<file path="config.mk">
export PLATFORM = sky130hd
export DESIGN_NAME = sram_port_arbiter
export DESIGN_NICKNAME = d
export VERILOG_FILES = /design/src/rtl/sram_port_arbiter.sv
export SDC_FILE = /design/constraint.sdc
export NUM_CORES = 1
export LEC_CHECK = 0
export ABC_AREA = 1
export CORE_ASPECT_RATIO = 0.75
export CORE_UTILIZATION = 45
export CTS_CLUSTER_DIAMETER = 80
export DETAILED_ROUTE_END_ITERATION = 7
export GPL_TIMING_DRIVEN = 0
export PLACE_DENSITY_LB_ADDON = 0.3
export SETUP_SLACK_MARGIN = 0.5
export SLEW_MARGIN = 15
export SYNTH_ARGS = -nofsm -noshare
export SYNTH_HDL_FRONTEND = slang
export SYNTH_SLANG_ARGS = --single-unit
</file>
<file path="constraint.sdc">
create_clock -name clk -period 4.54 [get_ports clk]
set_clock_uncertainty 0.2 [all_clocks]
set_input_delay 0.908 -clock clk [delete_from_list [all_inputs] [get_ports clk]]
set_output_delay 0.908 -clock clk [all_outputs]
set_load 0.05 [all_outputs]
</file>
<file path="src/rtl/sram_port_arbiter.sv">
// Shares one SRAM port between an instruction reader (I) and a data requester (D).
// D has fixed priority; a streak counter lets I win after STREAK back-to-back D grants
// that happened while I was waiting. Each access holds the bus for ACC_CYC cycles.
module sram_port_arbiter #(
  parameter int unsigned AW      = 20,
  parameter int unsigned DW      = 32,
  parameter int unsigned ACC_CYC = 2,
  parameter int unsigned STREAK  = 4
) (
  input  logic          clk,
  input  logic          rst_n,
  input  logic          i_req,
  input  logic [AW-1:0] i_addr,
  output logic          i_gnt,
  output logic          i_rvalid,
  output logic [DW-1:0] i_rdata,
  input  logic          d_req,
  input  logic          d_we,
  input  logic [3:0]    d_wmask,
  input  logic [AW-1:0] d_addr,
  input  logic [DW-1:0] d_wdata,
  output logic          d_gnt,
  output logic          d_rvalid,
  output logic [DW-1:0] d_rdata,
  output logic          sram_en,
  output logic          sram_we,
  output logic [3:0]    sram_wmask,
  output logic [AW-1:0] sram_addr,
  output logic [DW-1:0] sram_din,
  input  logic [DW-1:0] sram_dout,
  output logic          busy
);

  localparam int unsigned CW = (ACC_CYC > 1) ? $clog2(ACC_CYC) : 1;
  localparam int unsigned SW = $clog2(STREAK + 1);
  localparam logic [CW-1:0] CntLast   = CW'(ACC_CYC - 1);
  localparam logic [SW-1:0] StreakMax = SW'(STREAK);

  typedef enum logic {StIdle, StAccess} state_e;

  state_e        state;
  logic [CW-1:0] cnt;
  logic [SW-1:0] streak;
  logic          cmd_is_d;  // owner of the access in flight

  logic last;
  logic acc;
  logic starve;

  // Grants are combinational so a new access can start in the last cycle of the previous one.
  assign last   = (state == StAccess) && (cnt == CntLast);
  assign acc    = (state == StIdle) || last;
  assign starve = i_req && (streak == StreakMax);
  assign d_gnt  = acc && d_req && !starve;
  assign i_gnt  = acc && i_req && !d_gnt;
  assign busy   = (state == StAccess);

  // FSM, command/SRAM output registers, completion capture and streak tracking.
  always_ff @(posedge clk or negedge rst_n) begin
    if (!rst_n) begin
      state      <= StIdle;
      cnt        <= '0;
      streak     <= '0;
      cmd_is_d   <= 1'b0;
      sram_en    <= 1'b0;
      sram_we    <= 1'b0;
      sram_wmask <= '0;
      sram_addr  <= '0;
      sram_din   <= '0;
      i_rvalid   <= 1'b0;
      i_rdata    <= '0;
      d_rvalid   <= 1'b0;
      d_rdata    <= '0;
    end else begin
      i_rvalid <= 1'b0;
      d_rvalid <= 1'b0;

      // Completion: read data is valid in the last access cycle.
      if (last) begin
        if (cmd_is_d) begin
          d_rvalid <= 1'b1;
          if (!sram_we) begin
            d_rdata <= sram_dout;
          end
        end else begin
          i_rvalid <= 1'b1;
          i_rdata  <= sram_dout;
        end
      end

      if (d_gnt) begin
        state      <= StAccess;
        cnt        <= '0;
        cmd_is_d   <= 1'b1;
        sram_en    <= 1'b1;
        sram_we    <= d_we;
        sram_wmask <= d_we ? d_wmask : 4'hf;
        sram_addr  <= d_addr;
        sram_din   <= d_wdata;
      end else if (i_gnt) begin
        state      <= StAccess;
        cnt        <= '0;
        cmd_is_d   <= 1'b0;
        sram_en    <= 1'b1;
        sram_we    <= 1'b0;
        sram_wmask <= 4'hf;
        sram_addr  <= i_addr;
        sram_din   <= '0;
      end else if (last) begin
        state      <= StIdle;
        cnt        <= '0;
        cmd_is_d   <= 1'b0;
        sram_en    <= 1'b0;
        sram_we    <= 1'b0;
        sram_wmask <= '0;
        sram_addr  <= '0;
        sram_din   <= '0;
      end else if (state == StAccess) begin
        cnt <= cnt + CW'(1);
      end

      // Only D grants that make a waiting I wait longer add to the streak.
      if (d_gnt && i_req) begin
        if (streak != StreakMax) begin
          streak <= streak + SW'(1);
        end
      end else if (i_gnt || !i_req) begin
        streak <= '0;
      end
    end
  end

endmodule

</file>
==> results.cfg <==
[floorplanning]
die_area_mm2 = 0.01209
die_h_um = 95.48
core_mm2 = 0.01115
die_width_um = 126.6
std_cell_rows = 33
io_pins = 240
start_util = 0.4703

[global_route]
antenna_found_initial = 0
grt_max_degree = 69
grt_pass1_vias = 5191
grt_overflow = 0
grt_pass1_wl_mm = 26.32
grt.total_usage = 0.2860

[clock_tree]
cts-hold-fix-buffers = 0
cts.sinks = 129
root_buffer = clkbuf_16
clockBufferDepth = 2
cts_tree = yes
worstSkewPairLatency_ns = 0.40
postCtsSetupBuffers = 0
cts_buffers = 17
h-tree-depth = 4
clkTransAtPathRegs_ns = 0.06

[yosys]
synth_seq_cells = 129
yosysMostFrequentCell = nand2_1
synth_edf_count = 0
synth_area_leader_cell = dfrtp_1
syn_avg_cell_area_um2 = 9.214
syn_inst = 569
synth_area_leaders = dfrtp_1, nand2_1, nand3_1
seq_area_frac_synth = 0.6158
syn_nets = 684
yosys_warnings = 0
ys_types = 19
syn_area_mm2 = 0.005243
async_flop_share = 1.000
ys_top_cells_by_count = nand2_1, dfrtp_1, nand3_1
synthFlopType = dfrtp_1
synth_top_area_share = 0.6158

[power_and_ir_drop]
power.density_mw_per_mm2 = 918.7
p_leak_nw = 4.020
max-vdd-ir-drop_v = 0.0004671

[timing]
worst_pin_slew_ns = 0.6349
slew_headroom = 0.5767
fin_crit_ns = 3.810
hold_viol = 0
rsz0062_at_grt = false
fmax_ghz = 0.2625
whs_ns = 0.2826
slew_viol_final = 0
tns_ns = 0
setup_viol = 0
min_period_over_period = 0.8391

[drt]
avgRoutedWirePerCell_um = 16.83
via_count = 5214
drcViolationCount = 0
wirelength_mm = 16.50
antenna_left = 0
via_per_inst = 5.320
first_iter_violations = 318
first_pass_iters = 8

[cells_and_area]
stdcell_area_mm2 = 0.008414
syn_to_final_growth_pct = 60.50
drive_above_1_share = 0.07976
antennaDiodeCount = 0
layout.nets = 942

[status]
status = finished clean

[critical_path]
worstPathRequired_ns = 3.43
cp-start-kind = input pin
end_kind = output pin
path_class = in -> out
cp.arrival_ns = 2.70
crit_fanout = 10

[placed_design]
gp_congestion = 0.8643
port_buffers = 238
postPlaceCellArea_mm2 = 0.007829
post-dp-hpwl_mm = 11.85

[flow_run]
maxCapViolCount = 0

[min_path]
hold_class = reg -> reg
## per-layer routing
metal	share of wire	track usage	wire length, µm
met1	0.41	0.3603	6699
met2	0.49	0.4788	8088
met3	0.082	0.07127	1355
met4	0.021	0.1145	352
met5	0	0	0
## cell families (layout without fill, tap and decap cells)
family	after synthesis	in the layout	share of synthesized area
AO/OA/AOI/OAI	67	67	0.06468
buffers and inverters	88	359	0.07208
AND/OR/NAND/NOR	282	282	0.2410
XOR/XNOR	1	1	0.001671
flip-flops	129	129	0.6158
adder cells (fa/ha/maj)	2	2	0.004773
## stage by stage
step | instances | setup slack [ns] | power [mW] | util
floorplan | 569 | 1.809 | 4.762 | -
global placement | 947 | -2.450 | 6.256 | 0.6997
detailed placement | 948 | 0.4389 | 6.373 | 0.7022
CTS | 980 | 0.5158 | 7.756 | 0.7545
global route | 980 | 0.5931 | 8.101 | 0.7548
finish | 980 | 0.7305 | 7.731 | 0.7548
## flip-flops by register name (all words and copies together) (netlist names)
| name | count |
|---|---|
| sram_we | 1 |
| cmd_is_d | 1 |
| i_rdata | 32 |
| d_rvalid | 1 |
| sram_wmask | 4 |
| streak | 3 |
| cnt | 1 |
| d_rdata | 32 |
| sram_din | 32 |
| i_rvalid | 1 |
| sram_addr | 20 |
| busy | 1 |
## report_power, final
part	internal, mW	leakage, nW	switching, mW
combinational	1.36	2.13	3.02
sequential	1.69	1.61	0.315
clock	0.818	0.282	0.535
total	3.86	4.02	3.87
## timing repair
item	4_1_cts	5_1_grt
pin swaps	0	0
gates cloned	0	0
resized for setup	1	1
endpoints found under the setup margin	1	1
## final timing paths
| check | endpoint | depth (start not counted) | from | slack, ns |
|---|---|---|---|---|
| worst max-delay path | d_gnt | 6 | i_req | 0.73 |
| worst min-delay path | d_rdata[5] | 2 | d_rdata[5] | 0.28 |
| worst max register to register | d_rdata[14] | 6 | busy | 2.71 |
| worst min register to register | d_rdata[5] | 2 | d_rdata[5] | 0.28 |
| max in group asynchronous | streak[0] | 2 | rst_n | 3.10 |
| min in group asynchronous | d_rdata[0] | 1 | rst_n | 0.29 |
## cells in the final DEF (no fill, tap or decap), drive strengths merged, types with 24 or more instances in the layout
master	n
nand2	152
nand4	24
inv	53
clkdlybuf4s50	235
o21ai	67
nand3	102
dfrtp	129
clkbuf	31
buf	30
## cell type report
class	instances	area, µm²
inverter	47	176.4
clock inverter	14	155.1
clock buffer	18	429.2
multi-input combinational	352	1637
timing repair buffer	239	2412
buffer	41	201.4
tap	140	175.2
fill	763	2734
sequential	129	3228
## worst max-delay path: stages
cell and delay, ns:
clkdlybuf4s50_1 0.49, nand3_2 0.20, nand3_2 0.16, inv_2 0.15, buf_2 0.22, dlygate4sd2_1 0.55
(Power assumes the default switching activity.)
